File: src/rtl/ddr_wr_pkg.sv
// Shared types and constants for the DDR3 byte write packer and its idle timer.
package ddr_wr_pkg;

  typedef enum logic [1:0] {
    WAIT_CAL = 2'd0,
    FILL     = 2'd1,
    WRITE    = 2'd2
  } wr_state_e;

  localparam logic [2:0] APP_CMD_WRITE = 3'b000;
  localparam int APP_DATA_W = 256;
  localparam int APP_MASK_W = 32;

  // Counter width able to hold 0..n-1, never narrower than one bit.
  function automatic int cnt_width(input int n);
    return (n > 1) ? $clog2(n) : 1;
  endfunction

endpackage

File: src/rtl/wr_idle_timer.sv
// Idle-cycle counter for the write packer: flags expiry on the TIMEOUT_CYC-th
// consecutive idle cycle, then restarts from zero.
module wr_idle_timer
  import ddr_wr_pkg::*;
#(
  parameter int TIMEOUT_CYC = 1000000
) (
  input  logic clk,
  input  logic srst,
  input  logic idle,
  output logic expired
);

  localparam int CNT_W = cnt_width(TIMEOUT_CYC);
  localparam logic [CNT_W-1:0] LAST = CNT_W'(TIMEOUT_CYC - 1);

  logic [CNT_W-1:0] cnt_q;
  logic [CNT_W-1:0] cnt_d;

  assign expired = idle && (cnt_q == LAST);

  always_comb begin
    cnt_d = '0;
    if (idle && !expired) begin
      cnt_d = cnt_q + CNT_W'(1);
    end
  end

  always_ff @(posedge clk) begin
    if (srst) begin
      cnt_q <= '0;
    end else begin
      cnt_q <= cnt_d;
    end
  end

endmodule

File: src/rtl/ddr3_byte_write_packer.sv
// Packs a byte stream into 256-bit words and writes them to sequential DDR3
// addresses via the MIG app interface. Define WR_PACKER_TIMEOUT_EN for idle auto-flush.
module ddr3_byte_write_packer
  import ddr_wr_pkg::*;
#(
  parameter int              ADDR_W      = 28,
  parameter logic [ADDR_W-1:0] BASE_ADDR = '0,
  parameter int              FRAME_WORDS = 24576,
  parameter int              ADDR_STEP   = 8,
  parameter int              TIMEOUT_CYC = 1000000
) (
  input  logic                  ui_clk,
  input  logic                  ui_clk_sync_rst,
  input  logic                  init_calib_complete,
  input  logic [7:0]            in_data,
  input  logic                  in_valid,
  output logic                  in_ready,
  input  logic                  flush,
  output logic [ADDR_W-1:0]     app_addr,
  output logic [2:0]            app_cmd,
  output logic                  app_en,
  input  logic                  app_rdy,
  output logic [APP_DATA_W-1:0] app_wdf_data,
  output logic                  app_wdf_end,
  output logic                  app_wdf_wren,
  output logic [APP_MASK_W-1:0] app_wdf_mask,
  input  logic                  app_wdf_rdy,
  output logic                  frame_done,
  output logic                  busy
);

  localparam logic [1:0] S_WAIT_CAL = WAIT_CAL;
  localparam logic [1:0] S_FILL     = FILL;
  localparam logic [1:0] S_WRITE    = WRITE;

  localparam int WC_W = cnt_width(FRAME_WORDS);
  localparam logic [WC_W-1:0] LAST_WORD = WC_W'(FRAME_WORDS - 1);

  logic [1:0]            state_q, state_d;
  logic [4:0]            byte_cnt_q, byte_cnt_d;
  logic [APP_DATA_W-1:0] data_q, data_d;
  logic [APP_MASK_W-1:0] mask_q, mask_d;
  logic [ADDR_W-1:0]     addr_q, addr_d;
  logic [WC_W-1:0]       word_cnt_q, word_cnt_d;
  logic                  cmd_done_q, cmd_done_d;
  logic                  data_done_q, data_done_d;
  logic                  frame_done_q, frame_done_d;

  logic                  accept;
  logic                  flush_req;
  logic                  timeout_hit;
  logic                  cmd_fire;
  logic                  data_fire;
  logic [APP_MASK_W-1:0] lane_sel;

  assign in_ready     = (state_q == S_FILL);
  assign accept       = in_valid && in_ready;
  assign app_en       = (state_q == S_WRITE) && !cmd_done_q;
  assign app_wdf_wren = (state_q == S_WRITE) && !data_done_q;
  assign app_wdf_end  = app_wdf_wren;
  assign cmd_fire     = app_en && app_rdy;
  assign data_fire    = app_wdf_wren && app_wdf_rdy;
  assign flush_req    = flush || timeout_hit;

  assign app_cmd      = APP_CMD_WRITE;
  assign app_addr     = addr_q;
  assign app_wdf_data = data_q;
  assign app_wdf_mask = mask_q;
  assign frame_done   = frame_done_q;
  assign busy         = !((state_q == S_FILL) && (byte_cnt_q == 5'd0));

  genvar gi;
  generate
    for (gi = 0; gi < APP_MASK_W; gi++) begin : g_lane
      assign lane_sel[gi] = (byte_cnt_q == 5'(gi));
    end
  endgenerate

`ifdef WR_PACKER_TIMEOUT_EN
  logic idle_cycle;
  assign idle_cycle = (state_q == S_FILL) && (byte_cnt_q != 5'd0) && !accept;

  wr_idle_timer #(
    .TIMEOUT_CYC(TIMEOUT_CYC)
  ) u_idle_timer (
    .clk    (ui_clk),
    .srst   (ui_clk_sync_rst),
    .idle   (idle_cycle),
    .expired(timeout_hit)
  );
`else
  logic timeout_unused;
  assign timeout_unused = (TIMEOUT_CYC == 0);
  assign timeout_hit    = 1'b0;
`endif

  always_comb begin
    state_d      = state_q;
    byte_cnt_d   = byte_cnt_q;
    data_d       = data_q;
    mask_d       = mask_q;
    addr_d       = addr_q;
    word_cnt_d   = word_cnt_q;
    cmd_done_d   = cmd_done_q;
    data_done_d  = data_done_q;
    frame_done_d = 1'b0;

    case (state_q)
      S_WAIT_CAL: begin
        if (init_calib_complete) begin
          state_d = S_FILL;
        end
      end

      S_FILL: begin
        if (accept) begin
          for (int i = 0; i < APP_MASK_W; i++) begin
            if (lane_sel[i]) begin
              data_d[8*i +: 8] = in_data;
              mask_d[i]        = 1'b0;
            end
          end
          byte_cnt_d = byte_cnt_q + 5'd1;
        end
        // A flush coinciding with a byte still writes that byte into the word.
        if ((accept && (byte_cnt_q == 5'd31)) ||
            (flush_req && (accept || (byte_cnt_q != 5'd0)))) begin
          state_d     = S_WRITE;
          cmd_done_d  = 1'b0;
          data_done_d = 1'b0;
        end
      end

      S_WRITE: begin
        cmd_done_d  = cmd_done_q || cmd_fire;
        data_done_d = data_done_q || data_fire;
        if (cmd_done_d && data_done_d) begin
          state_d     = S_FILL;
          byte_cnt_d  = 5'd0;
          data_d      = '0;
          mask_d      = '1;
          cmd_done_d  = 1'b0;
          data_done_d = 1'b0;
          if (word_cnt_q == LAST_WORD) begin
            addr_d       = BASE_ADDR;
            word_cnt_d   = '0;
            frame_done_d = 1'b1;
          end else begin
            addr_d     = addr_q + ADDR_W'(ADDR_STEP);
            word_cnt_d = word_cnt_q + WC_W'(1);
          end
        end
      end

      default: begin
        state_d = S_WAIT_CAL;
      end
    endcase
  end

  always_ff @(posedge ui_clk) begin
    if (ui_clk_sync_rst) begin
      state_q      <= S_WAIT_CAL;
      byte_cnt_q   <= 5'd0;
      data_q       <= '0;
      mask_q       <= '1;
      addr_q       <= BASE_ADDR;
      word_cnt_q   <= '0;
      cmd_done_q   <= 1'b0;
      data_done_q  <= 1'b0;
      frame_done_q <= 1'b0;
    end else begin
      state_q      <= state_d;
      byte_cnt_q   <= byte_cnt_d;
      data_q       <= data_d;
      mask_q       <= mask_d;
      addr_q       <= addr_d;
      word_cnt_q   <= word_cnt_d;
      cmd_done_q   <= cmd_done_d;
      data_done_q  <= data_done_d;
      frame_done_q <= frame_done_d;
    end
  end

endmodule
File: config.mk
export PLATFORM = sky130hd
export DESIGN_NAME = ddr3_byte_write_packer
export DESIGN_NICKNAME = d
export VERILOG_FILES = /design/src/rtl/ddr_wr_pkg.sv /design/src/rtl/wr_idle_timer.sv /design/src/rtl/ddr3_byte_write_packer.sv
export SDC_FILE = /design/constraint.sdc
export NUM_CORES = 1
export LEC_CHECK = 0
export CAP_MARGIN = 20
export CORE_ASPECT_RATIO = 1.1
export CORE_UTILIZATION = 44
export CTS_CLUSTER_DIAMETER = 30
export CTS_CLUSTER_SIZE = 30
export DETAILED_ROUTE_END_ITERATION = 6
export MAX_ROUTING_LAYER = met4
export PLACE_DENSITY = 0.78
export SYNTH_ARGS = -nofsm -noshare
export SYNTH_HDL_FRONTEND = slang
export SYNTH_SLANG_ARGS = --single-unit
File: constraint.sdc
create_clock -name ui_clk -period 1.7 [get_ports ui_clk]
set_input_delay 0.34 -clock ui_clk [delete_from_list [all_inputs] [get_ports ui_clk]]
set_output_delay 0.34 -clock ui_clk [all_outputs]
set_load 0.02 [all_outputs]
* Word-level counts from Yosys, hierarchy flattened
Cells that the tools add are included.
** Word-level totals
- Register bits after elaboration :: 341
- Output and inout bits :: 325
** Cells by class
- $add $sub $neg :: 3
- Eq/ne operators :: 70
- Mux-type cells :: 85
- Bitwise operators :: 2
- Reduce and logical (&&, ||, !) cells :: 57
** Operators with widths (count)
- $mux W256 :: 2
- $pmux W256 S2 :: 1
- $mux W8 :: 32
- $reduce_and A4 Y1 :: 32
- $eq A5 B5 Y1 const B :: 16
- $ne A2 B1 Y1 const B :: 35
- $mux W32 :: 2
- $pmux W32 S2 :: 1
- $eq A5 B4 Y1 const B :: 8
- $mux W1 :: 36
- $add A28 B4 Y28 const B :: 1
- $mux W28 :: 1
- $eq A5 B3 Y1 const B :: 4
- $add A15 B1 Y15 const B :: 1
- $eq A15 B15 Y1 const B :: 1
- $mux W15 :: 1
- $eq A5 B2 Y1 const B :: 2
- $mux W5 :: 2
- $pmux W5 S2 :: 1
- $logic_and A1 B1 Y1 :: 9
- $mux W2 :: 3
- $pmux W2 S3 :: 1
- $reduce_and A3 Y1 :: 2
- $add A5 B1 Y5 const B :: 1
- 14 further kinds :: 22

* Longest topological paths before layout
Gate-level depths: netlist of run 1.
- Depth after elaboration :: 7
- Mapped depth :: 8
- Depth with buffers taken out :: 7

* Worst setup path after synthesis of run 1
No wires, ideal clock.
- Path type :: reg-to-reg
- Start :: register addr_q[3], in the netlist app_addr[3]
- End :: register addr_q[21], in the netlist app_addr[21]
- Arrival time :: 1711 ps
- Required time :: 1583 ps
- Setup slack :: -129 ps
- Stages on the path, launching flop included :: 8
- Period minus slack after synthesis :: 1829 ps
- Cells stage by stage :: dfxtp_1 > ha_1 > and4_1 > clkbuf_1 > nor3b_1 > nand4_1 > xor2_1 > nor2_1
** On the way
- Cells in the longest elaborated chain, start to end :: 2
** RTL lines
- start: declaration :: line ddr3_byte_write_packer.sv:43 : logic [ADDR_W-1:0] addr_q, addr_d;
- start signal: assignment :: line ddr3_byte_write_packer.sv:177 : addr_q <= addr_d;
- $add A28 B4 Y28 :: line ddr3_byte_write_packer.sv:149 : addr_d = addr_q + ADDR_W'(ADDR_STEP);
- $mux W28 :: line ddr3_byte_write_packer.sv:144 : if (word_cnt_q == LAST_WORD) begin
No other way between the ends.
A chain may end at the register's enable or synchronous reset.

* Worst setup path in the final report of run 1
- Start :: input in_valid
- End :: register mask_q[3], in the netlist app_wdf_mask[3]
** On the way
- Cells in the longest elaborated chain, start to end :: 3
** RTL lines
- start: declaration :: line ddr3_byte_write_packer.sv:16 : input logic in_valid,
- $logic_and A1 B1 Y1 :: line ddr3_byte_write_packer.sv:57 : assign accept = in_valid && in_ready;
- $ne A2 B1 Y1 (no line)
- $reduce_and A4 Y1 (no line)
- end signal: assignment :: line ddr3_byte_write_packer.sv:176 : mask_q <= mask_d;
- end: declaration :: line ddr3_byte_write_packer.sv:42 : logic [APP_MASK_W-1:0] mask_q, mask_d;
No other way between the ends.

==> results.yml, run 1 <==
run_status:
  status: "finished, violations left"
  violations: "DRC, setup timing"
sta:
  fin_setup_tns_ns: -21.47
  finalWorstSetupSlack_ns: -0.217
  hold_viol_final: 0
  slew_viol_final: 0
  setup_viol: 274
  worstMarginPinSlew_ns: 0.507
  fmax_mhz: 522
  fin_worst_skew_ns: 0.0130
  slew-limit-headroom: 0.662
  grt_setup_unrepaired: "yes"
  fin_crit_sh: 1.13
  period_minus_slack_ns: 1.92
power_and_ir_drop:
  p_int_w: 0.0164
  seq_power_share: 0.369
  power_w: 0.0218
  clkPwrFrac: 0.568
  p_sw_w: 0.00533
  leakage_nw: 9.52
  swShare: 0.245
  power.density_nw_per_um2: 955
  vdd_drop_max_mv: 0.893
  pwr-share-comb: 0.063
routing:
  dr.pass1.iters: 7
  via_count: 13800
  totalWireLength_mm: 55.2
  route.detailed.drc: 24
  vias_per_cell: 5.74
  routedWlPerCell_um: 23.0
  drtIter0Drc: 1410
  postRouteAntennaNets: 0
logic_synthesis:
  avgSynthCellArea_sq_um: 8.69
  synth-main-ff-cell: "dfxtp_1"
  netlist_top_cells_count: "338 x dfxtp_1, 228 x nand2_1, 187 x nand3_1"
  synth_cell_types: 45
  synthAdderAreaFrac: 0.00764
  yosysTopAreaCell: "dfxtp_1"
  synthArstFlopShare: 0
  synthMuxAreaShare: 0.0672
  synthTopCellsByArea: "dfxtp_1 52%, nand3_1 7.1%, a21oi_1 6.9%"
  netlist_instances: 1509
  synth_compound_area_frac: 0.0971
  synth_edf_count: 0
  synth_seq_cells: 338
  yosysMostFrequentCell: "dfxtp_1"
  synth_top_family_by_area: "simple AND/OR/NAND/NOR gates"
  syn_area_sq_um: 13100
  synth_top_area_frac: 0.516
  synth-xor-area-share: 0.0234
  yosys_warnings: 0
  synth_seq_area_share: 0.516
  synth-simple-area-share: 0.240
place:
  routabilityCongestion: 0.874
  io_buffers: 333
  dp_worst_setup_slack_ns: -0.659
  dp_hpwl_mm: 29.6
global_routing:
  grt_usage: 0.323
  grt_max_degree: 80
  antenna_found_initial: 0
  grt_pass1_wl_mm: 75.1
  gr-usage-met3: 0.0682
  busiest_layer: "met2"
  grt_pass1_vias: 13500
  met1_usage: 0.356
  grt_overflow_total: 0
  use_met2: 0.541
run:
  drv_cap: 0
final_layout:
  area_growth_syn_to_layout_pct: 73.9
  drive_gt1_frac: 0.343
  nNetsFinal: 2009
  diodes: 0
cts:
  clock-sinks: 338
  cts_made_buffers: 59
  clockBufferDepth: 3
  clkLatencyLatePin_ns: 0.56
  cts_tree: "yes"
  path_clk_slew_ns: 0.06
  clockRootBuffer: "clkbuf_16"
  cts.hold.buffers_added: 0
  h-tree-depth: 2
floorplan:
  core-area_sq_um: 29000
  die_area_sq_um: 30500
  io_pins: 340
  die_h_um: 183
  die_w_um: 167
  placementRows: 65
  start_util: 0.453
setup_path:
  path_class: "input port to flip-flop"
  cp-start-kind: "input port"
  crit_path_end_kind: "flip-flop"
  crit_path_max_fanout: 9
  cp.required_ns: 2.14
  cp_data_arrival_time_ns: 2.36
min_path:
  min_path_type: "input port to flip-flop"
==> through the flow <==
stage                     utilization  instance area, sq um  cells  hold WS [ns]
after floorplan                     -                 13200   1514         0.467
after global placement          0.617                 17900   2232         0.432
after detailed placement        0.617                 17900   2232         0.436
after CTS                       0.726                 21000   2383         0.157
after global routing            0.787                 22800   2404         0.167
final                           0.787                 22800   2404         0.179
==> routing by layer <==
| layer | share of wire | vias to the layer above |
|---|---|---|
| li1 | - | 6114 |
| met1 | 0.36 | 6640 |
| met2 | 0.49 | 834 |
| met3 | 0.081 | 218 |
| met4 | 0.063 | 0 |
| met5 | 0 | - |
==> layout make-up <==
cell class,instances,area [sq um]
fillers,1752,6160
clock buffers,71,1610
clock inverters,40,480
multi-input cells,1042,7790
inverters,6,25.0
repair buffers,539,5630
well taps,368,460
flip-flops and latches,338,6790
==> cell usage in the layout, fill, tap and decap left out, types with 13 or more instances in the layout <==
cell type,n
a21oi_2,102
xor2_1,28
nor2_1,119
nand2_2,32
a21oi_1,77
buf_8,13
buf_6,31
dfxtp_1,324
nand3_1,96
nand3_4,32
nand2_1,153
nand2b_1,19
dlygate4sd2_1,305
buf_4,102
nand3_2,67
o21ai_0,29
nor2_4,25
clkdlybuf4s50_1,13
nand2_4,27
buf_12,44
mux2i_1,82
clkbuf_16,68
buf_16,13
nand2_8,16
nand4_1,32
==> cells by family (layout without fill, tap and decap cells) <==
| kind of cell | Yosys count | count (layout) |
|---|---|---|
| AO/OA/AOI/OAI | 231 | 231 |
| XOR/XNOR | 35 | 35 |
| adder cells (fa/ha/maj) | 8 | 8 |
| buffers and inverters | 134 | 656 |
| flip-flops | 338 | 338 |
| multiplexers | 88 | 88 |
| other | 1 | 6 |
| AND/OR/NAND/NOR | 674 | 674 |
==> flip-flops by register name, summed over array words and instances (netlist names) <==
register,cells
app_addr,25
word_cnt_q,15
state_q,2
app_wdf_mask,32
byte_cnt_q,5
app_wdf_data,256
data_done_q,1
frame_done,1
cmd_done_q,1
==> final timing paths <==
path                                     start                            end  slack (ns)  cells past startpoint
hold / removal                 ui_clk_sync_rst   app_wdf_data[1]$_SDFFE_PP0P_        0.18                      2
setup reg to reg       state_q[0]$_SDFFE_PP0P_  app_wdf_data[56]$_SDFFE_PP0P_       -0.16                      7
setup / recovery                      in_valid   app_wdf_mask[3]$_SDFFE_PP1P_       -0.22                      8
hold reg to reg   app_wdf_mask[9]$_SDFFE_PP1P_   app_wdf_mask[9]$_SDFFE_PP1P_        0.45                      2
==> timing repair <==
item	in CTS	in global routing
pin swaps	46	169
endpoints found under the setup margin	627	317
gates resized for setup	529	375
buffers inserted	25	21
gates cloned	17	10
==> power groups by stage <==
stage | Clock, W | Sequential (W) | Combinational (W)
3_3_place_gp | 0 | 0.00820 | 0.00106
2_1_floorplan | 0 | 0.00826 | 0.000487
5_1_grt | 0.0128 | 0.00804 | 0.00142
4_1_cts | 0.0123 | 0.00803 | 0.00117
3_5_place_dp | 0 | 0.00820 | 0.00108
6_report | 0.0124 | 0.00804 | 0.00138
==> worst max-delay path, stage by stage <==
cell,delay (ns)
clkdlybuf4s50_1,0.63
buf_4,0.21
and4bb_2,0.31
buf_8,0.16
nand3_2,0.20
buf_4,0.27
o21ai_0,0.13
nand2b_1,0.10
Note: power is estimated with default switching activity, not from simulation.
==> run 2: changes to the inputs <==
--- a/config.mk
+++ b/config.mk
@@ -7,12 +7,12 @@
 export LEC_CHECK = 0
 export CAP_MARGIN = 20
 export CORE_ASPECT_RATIO = 1.1
-export CORE_UTILIZATION = 44
+export CORE_UTILIZATION = 49
 export CTS_CLUSTER_DIAMETER = 30
 export CTS_CLUSTER_SIZE = 30
 export DETAILED_ROUTE_END_ITERATION = 6
 export MAX_ROUTING_LAYER = met4
-export PLACE_DENSITY = 0.78
+export PLACE_DENSITY = 0.82
 export SYNTH_ARGS = -nofsm -noshare
 export SYNTH_HDL_FRONTEND = slang
 export SYNTH_SLANG_ARGS = --single-unit
==> constraint.sdc (replaced) <==
create_clock -name ui_clk -period 2.2 [get_ports ui_clk]
set_input_delay 0.44 -clock ui_clk [delete_from_list [all_inputs] [get_ports ui_clk]]
set_output_delay 0.44 -clock ui_clk [all_outputs]
set_load 0.02 [all_outputs]
==> results.yml, run 2 (synthesized netlist as in run 1, its figures left out) <==
run_status:
  status: "finished, final reports clean"
final_layout:
  nNetsFinal: 1905
  final_cell_mix: "338 x dfxtp_1, 327 x clkdlybuf4s50_1, 228 x nand2_1"
  area_growth_syn_to_layout_pct: 46.8
  largest_register_ffs: 256
  fin_util: 0.734
  instances_no_fill: 2279
  drive_gt1_frac: 0.127
  final_common_cell: "dfxtp_1"
cts:
  h-tree-depth: 2
  path_clk_slew_ns: 0.05
  clock-sinks: 338
  cts_setup_buffers: 0
  clkLatencyLatePin_ns: 0.55
  clockRootBuffer: "clkbuf_16"
  cts_made_buffers: 57
  clockBufferDepth: 3
  cts.hold.buffers_added: 0
  cts_tree: "yes"
setup_path:
  cp.required_ns: 1.76
  path_class: "flip-flop to output port"
  crit_path_max_fanout: 10
  crit_buf_inv: 1
  r2r_start: "state_q[1]$_SDFFE_PP0P_"
  worstPathCellList: "nand2b_2, nor2_1, dlygate4sd2_1"
  ff2ff_path_depth: 6
  cp-start-kind: "flip-flop"
  reg2reg_setup_slack_ns: 0.17
  cpPeakStageDelay_ns: 0.41
  crit_path_end_kind: "output port"
  r2r_end: "app_wdf_data[165]$_SDFFE_PP0P_"
  cp_data_arrival_time_ns: 1.69
  crit_family: "flip-flops"
  cp_slowest_cell: "dfxtp_1"
global_routing:
  grt_usage: 0.326
  grt_pass1_vias: 12500
  grt_max_degree: 77
  grt_pass1_wl_mm: 67.7
  antenna_found_initial: 1
  grt_overflow_total: 0
power_and_ir_drop:
  power_w: 0.0159
  pwr-share-comb: 0.049
  vdd_drop_max_mv: 0.710
  clkPwrFrac: 0.561
  seq_power_share: 0.390
  p_int_w: 0.0120
  leakage_nw: 6.99
  swShare: 0.244
  power.density_nw_per_um2: 828
  p_sw_w: 0.00388
sta:
  fin_setup_tns_ns: 0
  slew_viol_final: 0
  period_minus_slack_ns: 2.13
  grt_setup_unrepaired: "yes"
  slew-limit-headroom: 0.640
  holdWs_ns: 0.353
  fmax_mhz: 469
  fin_worst_skew_ns: 0.0125
  setup_viol: 0
  hold_viol_final: 0
  fin_crit_sh: 0.969
  worstMarginPinSlew_ns: 0.540
routing:
  totalWireLength_mm: 44.1
  route.detailed.drc: 0
  via_count: 12700
  vias_per_cell: 5.56
  routedWlPerCell_um: 19.4
  dr.pass1.iters: 5
  drtIter0Drc: 955
  postRouteAntennaNets: 0
floorplan:
  placementRows: 62
  die_h_um: 174
  core-area_sq_um: 26200
  start_util: 0.500
  die_w_um: 158
  die_area_sq_um: 27400
  io_pins: 340
run:
  drv_cap: 0
min_path:
  holdPathEnd: "frame_done$_SDFF_PP0_"
  min_path_type: "input port to flip-flop"
  min_path_cells: 2
  min_from: "ui_clk_sync_rst"
place:
  io_buffers: 333
  dp_hpwl_mm: 29.3
  place_inst: 2175
  routabilityCongestion: 0.867
## run 2: cell count changes in the layout (fill, tap and decap cells not counted), sizes merged, moves of 7 or more
cell	change
buf	-100
dlygate4sd2	-301
inv	+7
clkdlybuf4s50	+314
clkdlybuf4s15	-8
clkbuf	-16
## run 2: metrics by stage
stage / area, sq um / worst slack (ns)
2_1_floorplan: 13100 / 0.371
3_3_place_gp: 17300 / -0.130
3_5_place_dp: 17300 / -0.177
4_1_cts: 19200 / 0.00489
5_1_grt: 19200 / -0.0380
6_report: 19200 / 0.0674
## run 2: how the worst max path moves through the flow
stage / from / endpoint / slack (ns) / depth (start not counted)
floorplan: app_addr[3]$_SDFFE_PP0P_ / app_addr[21]$_SDFFE_PP0P_ / 0.37 / 7
global placement: app_rdy / app_wdf_data[231]$_SDFFE_PP0P_ / -0.13 / 7
detailed placement: app_rdy / app_wdf_data[144]$_SDFFE_PP0P_ / -0.18 / 7
CTS: byte_cnt_q[0]$_SDFFE_PP0P_ / busy / 0.005 / 4
global route: state_q[1]$_SDFFE_PP0P_ / app_wdf_end / -0.04 / 3
finish: state_q[1]$_SDFFE_PP0P_ / app_wdf_wren / 0.07 / 3
## run 2: final cells by class
cell class | count | area [sq um]
fill | 1905 | 6970
multi-input combinational | 1042 | 5750
clock buffer | 62 | 1490
antenna | 1 | 2.50
clock inverter | 41 | 469
timing repair buffer | 437 | 4310
tap | 352 | 440
sequential | 338 | 6770
inverter | 6 | 22.5
## run 2: metal layers
metal	track usage	share of wire
met1	0.373	0.39
met2	0.528	0.48
met3	0.0778	0.078
met4	0.162	0.045
met5	-	0
## run 2: what timing repair did
action,CTS,global route
resized for setup,7,1
setup endpoints to repair,5,3
endpoints found under the hold margin,0,0
## run 2: power groups by stage
stage	sequential [W]	clock, W	combinational, W
floorplan	0.00638	0	0.000373
global placement	0.00633	0	0.000757
detailed placement	0.00634	0	0.000769
CTS	0.00621	0.00901	0.000771
global route	0.00621	0.00930	0.000817
finish	0.00621	0.00894	0.000779
